## src/rtl/lsu_mem_ctrl.sv

```systemverilog
// Load/store unit: one request at a time, byte/half/word at any alignment,
// word-boundary crossings split into two memory cycles.
module lsu_mem_ctrl (
    input  logic        i_clk,
    input  logic        i_rst_n,
    input  logic        i_req_valid,
    output logic        o_req_ready,
    input  logic        i_req_we,
    input  logic [10:0] i_req_addr,
    input  logic [31:0] i_req_wdata,
    input  logic [1:0]  i_req_size,
    input  logic        i_req_unsigned,
    output logic        o_rsp_valid,
    output logic [31:0] o_rsp_rdata,
    output logic        o_rsp_split,
    output logic [10:0] o_mem_addr,
    output logic [31:0] o_mem_wdata,
    output logic [3:0]  o_mem_bmask,
    output logic        o_mem_wren,
    input  logic [31:0] i_mem_rdata
);

    typedef enum logic [1:0] {
        IDLE = 2'd0,
        ACC0 = 2'd1,
        ACC1 = 2'd2,
        RESP = 2'd3
    } state_t;

    state_t      state_q;
    state_t      state_d;

    logic        accept;
    logic        we_q;
    logic        uns_q;
    logic [1:0]  off_q;
    logic [1:0]  size_q;
    logic [3:0]  hi_mask_q;
    logic [31:0] wsh_hi_q;
    logic [8:0]  word_q;
    logic [31:0] lo_q;
    logic [31:0] hi_q;

    logic [1:0]  req_off;
    logic [3:0]  base_mask;
    logic [7:0]  mask8;
    logic [31:0] wtrunc;
    logic [63:0] wsh;

    logic [63:0] rd64;
    logic [31:0] rd_sh;
    logic [31:0] ld_ext;

    assign accept = (state_q == IDLE) && i_req_valid;

    // Lane mask and lane-positioned write data for the incoming request
    always_comb begin
        req_off   = i_req_addr[1:0];
        base_mask = 4'b1111;
        wtrunc    = i_req_wdata;
        unique case (i_req_size)
            2'b00: begin
                base_mask = 4'b0001;
                wtrunc    = {24'h0, i_req_wdata[7:0]};
            end
            2'b01: begin
                base_mask = 4'b0011;
                wtrunc    = {16'h0, i_req_wdata[15:0]};
            end
            default: begin
                base_mask = 4'b1111;
                wtrunc    = i_req_wdata;
            end
        endcase
        mask8 = {4'b0000, base_mask} << req_off;
        wsh   = {32'h0, wtrunc} << {req_off, 3'b000};
    end

    // Align and extend load data; the word read this cycle joins the saved one
    always_comb begin
        if (state_q == ACC1) begin
            rd64 = {i_mem_rdata, lo_q};
        end else begin
            rd64 = {hi_q, i_mem_rdata};
        end
        rd_sh  = 32'(rd64 >> {off_q, 3'b000});
        ld_ext = rd_sh;
        unique case (size_q)
            2'b00: begin
                if (uns_q) ld_ext = {24'h0, rd_sh[7:0]};
                else       ld_ext = {{24{rd_sh[7]}}, rd_sh[7:0]};
            end
            2'b01: begin
                if (uns_q) ld_ext = {16'h0, rd_sh[15:0]};
                else       ld_ext = {{16{rd_sh[15]}}, rd_sh[15:0]};
            end
            default: ld_ext = rd_sh;
        endcase
    end

    // State register
    always_ff @(posedge i_clk or negedge i_rst_n) begin
        if (!i_rst_n) begin
            state_q <= IDLE;
        end else begin
            state_q <= state_d;
        end
    end

    // Next-state and handshake outputs
    always_comb begin
        state_d     = state_q;
        o_req_ready = 1'b0;
        o_rsp_valid = 1'b0;
        unique case (state_q)
            IDLE: begin
                o_req_ready = 1'b1;
                if (i_req_valid) state_d = ACC0;
            end
            ACC0: begin
                if (hi_mask_q != 4'b0000) state_d = ACC1;
                else                      state_d = RESP;
            end
            ACC1: state_d = RESP;
            RESP: begin
                o_rsp_valid = 1'b1;
                state_d     = IDLE;
            end
            default: state_d = IDLE;
        endcase
    end

    // Request latch, memory port registers, read capture and response
    always_ff @(posedge i_clk or negedge i_rst_n) begin
        if (!i_rst_n) begin
            we_q        <= 1'b0;
            uns_q       <= 1'b0;
            off_q       <= 2'b00;
            size_q      <= 2'b00;
            hi_mask_q   <= 4'b0000;
            wsh_hi_q    <= 32'h0;
            word_q      <= 9'h0;
            lo_q        <= 32'h0;
            hi_q        <= 32'h0;
            o_mem_addr  <= 11'h0;
            o_mem_wdata <= 32'h0;
            o_mem_bmask <= 4'b0000;
            o_mem_wren  <= 1'b0;
            o_rsp_rdata <= 32'h0;
            o_rsp_split <= 1'b0;
        end else begin
            unique case (state_q)
                IDLE: begin
                    if (accept) begin
                        we_q        <= i_req_we;
                        uns_q       <= i_req_unsigned;
                        off_q       <= req_off;
                        size_q      <= i_req_size;
                        hi_mask_q   <= mask8[7:4];
                        wsh_hi_q    <= wsh[63:32];
                        word_q      <= i_req_addr[10:2];
                        o_mem_addr  <= {i_req_addr[10:2], 2'b00};
                        o_mem_bmask <= mask8[3:0];
                        o_mem_wdata <= wsh[31:0];
                        o_mem_wren  <= i_req_we;
                    end
                end
                ACC0: begin
                    if (!we_q) lo_q <= i_mem_rdata;
                    if (hi_mask_q != 4'b0000) begin
                        o_mem_addr  <= {word_q + 9'd1, 2'b00};
                        o_mem_bmask <= hi_mask_q;
                        o_mem_wdata <= wsh_hi_q;
                    end else begin
                        o_mem_bmask <= 4'b0000;
                        o_mem_wren  <= 1'b0;
                        o_rsp_rdata <= we_q ? 32'h0 : ld_ext;
                        o_rsp_split <= 1'b0;
                    end
                end
                ACC1: begin
                    if (!we_q) hi_q <= i_mem_rdata;
                    o_mem_bmask <= 4'b0000;
                    o_mem_wren  <= 1'b0;
                    o_rsp_rdata <= we_q ? 32'h0 : ld_ext;
                    o_rsp_split <= 1'b1;
                end
                RESP: begin
                    o_rsp_rdata <= 32'h0;
                    o_rsp_split <= 1'b0;
                end
                default: ;
            endcase
        end
    end

endmodule

```

## config.mk

```make
export PLATFORM = sky130hd
export DESIGN_NAME = lsu_mem_ctrl
export DESIGN_NICKNAME = d
export VERILOG_FILES = /design/src/rtl/lsu_mem_ctrl.sv
export SDC_FILE = /design/constraint.sdc
export NUM_CORES = 1
export LEC_CHECK = 0
export CORE_MARGIN = 5
export CORE_UTILIZATION = 30
export CTS_BUF_LIST = sky130_fd_sc_hd__clkbuf_16
export DETAILED_ROUTE_END_ITERATION = 10
export DONT_BUFFER_PORTS = 1
export PLACE_DENSITY_LB_ADDON = 0.05
export SETUP_SLACK_MARGIN = 0.2
export SYNTH_ARGS = -nofsm -noshare
export SYNTH_HDL_FRONTEND = slang
export SYNTH_SLANG_ARGS = --single-unit
```

## constraint.sdc

```tcl
create_clock -name i_clk -period 6.5 [get_ports i_clk]
set_input_delay 1.625 -clock i_clk [delete_from_list [all_inputs] [get_ports i_clk]]
set_output_delay 1.625 -clock i_clk [all_outputs]
set_load 0.01 [all_outputs]
```

# Word level (Yosys, flattened, before mapping)
# Cells that the tools add are included.
# classes
addsub,1
n_eq_ne,9
shifts,3
mux,27
n_bitwise,1
n_reduce_logical,15
# ops
op,n
$mux W32,6
$pmux W32 S2,3
$pmux W32 S3,1
$mux W64,1
$shl A32 B5 Y64,1
$shr A64 B5 Y32,1
$mux W11,2
$pmux W11 S2,1
$pmux W4 S3,1
$reduce_and A2 Y1,5
$add A9 B1 Y9 const B,1
$mux W4,2
$ne A2 B2 Y1 const B,4
$pmux W2 S4,1
$pmux W4 S2,1
$shl A4 B2 Y8,1
$eq A2 B1 Y1 const B,3
$logic_not A2 Y1,3
$pmux W1 S3,2
$reduce_and A3 Y1,2
$reduce_bool A3 Y1,2
$mux W1,5
$eq A2 B2 Y1 const B,2
$reduce_bool A4 Y1,1
4 further kinds,4
# totals
regBits,198
input_bits,82
output_inout_bits,83
wordCells,72

# Depth between registers and ports, before layout
# logic_depth
word_depth,8
mapped_depth,10
mapped_depth_nobuf,7

# Worst setup path before layout
# Ideal clock, no wire load.
# synth_path
kind,in2reg
start,input i_req_size[1]
end,register o_mem_wdata[31]
setup_time_ps,122
arrival_time_ps,2860
t_required_ps,6378
path_slack_ps,3519
cell_stages,7
n_path_buf,2
cell_sequence,or2_2 > buf_2 > buf_2 > nand2_1 > o21ai_0 > or2_2 > a32o_1
# synth_between
elab_chain_len,5
word_cells_on_any_way,6
classes_between,eq/ne: 1; shift: 1; mux: 3; reduce/logical: 1
# synth_rtl
element,line,rtl
"start, declared",11,"input logic [1:0] i_req_size,"
$eq A2 B1 Y1 / $logic_not A2 Y1 (equally long branches),61,unique case (i_req_size)
$pmux W32 S2 *,61,
$shl A32 B5 Y64 *,76,"wsh = {32'h0, wtrunc} << {req_off, 3'b000};"
$mux W32 *,154,if (accept) begin
$pmux W32 S2 *,152,unique case (state_q)
"end signal, assigned",164,o_mem_wdata <= wsh[31:0];
"end signal, assigned",173,o_mem_wdata <= wsh_hi_q;
"end, declared",17,"output logic [31:0] o_mem_wdata,"
# Every way passes the cells marked *; elsewhere a longest branch is shown, timed or not. The select of a mux whose other input is x is not followed.
# A chain may end at the register's enable or synchronous reset.

# Worst setup path after layout
# layout_path
start,input i_req_valid
end,register o_mem_addr[8]
# layout_between
elab_chain_len,3
# layout_rtl
element,line,rtl
"start, declared",6,"input logic i_req_valid,"
$logic_and A1 B1 Y1,54,assign accept = (state_q == IDLE) && i_req_valid;
$ne A2 B2 Y1 (no line),-,
$reduce_and A3 Y1 (no line),-,
"end signal, assigned",162,"o_mem_addr <= {i_req_addr[10:2], 2'b00};"
"end signal, assigned",171,"o_mem_addr <= {word_q + 9'd1, 2'b00};"
"end, declared",16,"output logic [10:0] o_mem_addr,"
# Every way passes these cells.

==> impl_metrics.yaml <==
outcome:
  outcome: "finished clean"
die:
  dieWidth_um: 187
  fp.dieArea_um2: 34900
  rows: 64
  ios: 165
  dieHeight_um: 187
  fp.coreArea_um2: 30700
  start_util_pct: 30.5
setup_path:
  crit_fanout: 74
  end_kind: "register"
  crit_type: "primary input to register"
  crit-reg2reg-launch: "state_q[0]"
  rr_worst_depth: 7
  cp.arrival_ps: 3630
  r2r-end: "o_mem_addr[8]"
  rrSetupSlack_ps: 3270
  worstSetupStartpoint: "i_req_valid"
  start_kind: "primary input"
  cp.required_ps: 6750
final_layout:
  nNetsFinal: 919
  postLayoutCoreUtil_pct: 33.4
  n_antenna_cell: 0
  area_growth_pct: 9.42
  postLayoutCellArea_um2: 10300
  drive_above_1_share_pct: 21.0
drt:
  vias_per_cell: 5.38
  vias: 6660
  drt_iter0_markers: 337
  drc: 0
  wire_per_inst_um: 22.6
  drtPass1Iterations: 5
  routed_wl_um: 27900
  ant_nets: 0
yosys:
  syn_area_per_cell_um2: 10.8
  synth_edf_count: 0
  async_flop_share_pct: 100
  synthDistinctLibCells: 45
  synth_top_area_cell: "dfrtp_1"
  synth_seq_area_share_pct: 47.7
  syn_area_um2: 9390
  yosys_register_bits: 179
  synth_top_flop_cell: "dfrtp_1"
  yosys_warnings: 0
  synth_top_area_share_pct: 47.7
  synthTopCellsByArea: "dfrtp_1 (48%), mux2_2 (11%), mux4_2 (6.2%)"
  synthCells: 868
global_routing:
  grtUsageMet1_pct: 19.9
  grt_pass1_wl_um: 43800
  overflow: 0
  grtUsageMet2_pct: 26.3
  grt.met3_usage_pct: 6.66
  grt_max_degree: 180
  busiest_layer: "met2"
  grt_pass1_vias: 7030
  antenna_found_initial: 0
  track_usage_pct: 16.1
cts:
  cts-resized-gates: 0
  clockBufferDepth: 2
  clk_pin_slew_ps: 80
  post_cts_buffers: 0
  htree_levels: 4
  tritoncts: "built"
  root_buffer: "clkbuf_16"
  clk_latency_ps: 430
  clock-sinks: 179
  ctsHoldBuffers: 0
  cts_buffers: 17
pwr:
  p_leak_nw: 4.27
  peakVddDrop_uv: 225
  power_density_nw_per_um2: 536
worst_hold_path:
  holdCritPathClass: "register to register"
  hold_depth: 2
  hold_end: "wsh_hi_q[0]"
  hp-start: "wsh_hi_q[0]"
timing:
  fin_crit_ps: 3380
  tightest_slew_ps: 1260
  setup-violations-final: 0
  relSlewSlack_pct: 15.3
  finalClockSkew_ps: 13.2
  maxSlewViolCount: 0
  rsz0062_at_grt: "false"
  hold_violations: 0
  post-route-period-util_pct: 52.0
  fmax_mhz: 296
  finalSetupTns_ps: 0
placement:
  post_dp_cell_area_um2: 9670
  portBuffers: 0
  dp_hpwl_um: 19500
  gp_congestion: 0.805
run:
  maxCapViolations: 0
==> stage by stage <==
stage	total power [mW]	hold slack (ps)	setup slack, ps	instances
final	5.51	484	3120	1237
after global routing	5.94	498	2750	1237
after CTS	5.61	488	3050	1237
after detailed placement	4.50	471	2600	1206
after global placement	4.45	468	2660	1206
after floorplan	3.88	450	3520	869
==> cells in the final DEF (no fill, tap or decap), types with 4 or more instances in the layout <==
| cell type | netlist | final |
|---|---|---|
| o21ai_0 | 85 | 85 |
| a21oi_1 | 35 | 35 |
| nor3_1 | 5 | 4 |
| nand2_1 | 136 | 134 |
| xnor2_1 | 7 | 7 |
| o2bb2ai_1 | 8 | 8 |
| dfrtp_1 | 179 | 178 |
| nor2_1 | 25 | 25 |
| mux2_2 | 90 | 90 |
| clkbuf_16 | 0 | 17 |
| mux2i_1 | 34 | 34 |
| a32o_1 | 16 | 16 |
| nor2b_1 | 4 | 4 |
| and3_1 | 11 | 11 |
| inv_1 | 5 | 6 |
| o21ai_1 | 10 | 10 |
| mux4_2 | 26 | 26 |
| nand2b_1 | 7 | 7 |
| buf_4 | 7 | 10 |
| ha_1 | 8 | 7 |
| a22oi_1 | 24 | 24 |
| or2_2 | 10 | 10 |
| nand3_1 | 6 | 6 |
| o31ai_1 | 6 | 6 |
| a22o_1 | 22 | 22 |
| o211ai_1 | 6 | 6 |
| o22ai_1 | 10 | 10 |
| a211oi_1 | 4 | 4 |
==> flip-flops by register name (all words and copies together) (netlist names), 3 cells and up <==
register	cells
lo_q	32
o_mem_wdata	32
o_rsp_rdata	32
hi_q	24
wsh_hi_q	24
o_mem_addr	9
word_q	9
o_mem_bmask	4
hi_mask_q	3
==> worst max path at each step <==
| stage | endpoint | slack (ps) | cells past startpoint |
|---|---|---|---|
| after global placement | o_mem_addr[2] | 2660 | 5 |
| after floorplan | o_mem_wdata[31] | 3520 | 7 |
| final | o_mem_addr[8] | 3120 | 5 |
| after detailed placement | o_mem_wdata[2] | 2600 | 5 |
| after CTS | o_mem_addr[8] | 3050 | 5 |
| after global routing | o_mem_wdata[18] | 2750 | 5 |
==> report_power, final <==
group          switching (mW)  internal (mW)  leakage [nW]  total (mW)
clock                   0.474          0.611         0.291        1.09
sequential              0.489           1.61          2.25        2.10
combinational            1.26           1.07          1.73        2.33
total                    2.22           3.29          4.27        5.51
==> cell usage after synthesis, types with 11 or more instances <==
| master | number |
|---|---|
| dfrtp_1 | 179 |
| a21oi_1 | 35 |
| nor2_1 | 25 |
| a22oi_1 | 24 |
| mux2_2 | 90 |
| a22o_1 | 22 |
| and3_1 | 11 |
| o21ai_0 | 85 |
| a32o_1 | 16 |
| buf_2 | 12 |
| nand2_1 | 136 |
| mux4_2 | 26 |
| mux2i_1 | 34 |
| clkbuf_1 | 39 |
==> cells by family (layout without fill, tap and decap cells) <==
kind of cell | count (synthesis) | after routing | synth area share [%]
AOI/OAI and AO/OA | 236 | 236 | 16.3
xor gates and xnor gates | 7 | 7 | 0.653
adders and majority gates | 8 | 8 | 1.07
buffers and inverters | 75 | 47 | 3.52
DFF | 179 | 179 | 47.7
muxes | 153 | 153 | 21.0
other | 1 | 2 | 0.0399
and+or+nand+nor | 209 | 209 | 9.74
==> metal layers <==
metal,wire (um),share of wire (%)
met3,2450,8.8
met5,0,0
met4,387,1.4
met2,13300,48
met1,11800,42
==> area by class of cell <==
cell class              count  area (um2)
clock buffers              17         425
fillers                  3142       20500
multi-input cells         615        4600
clock inverters            14         179
flip-flops and latches    179        4480
inverters                   6        22.5
repair buffers             10        75.1
well taps                 396         495
==> worst max-delay path, cell delays in order <==
cell,delay (ps)
nand2_2,200
buf_4,460
o21ai_0,200
nand2_2,880
o21ai_0,230
(Power assumes the default switching activity.)
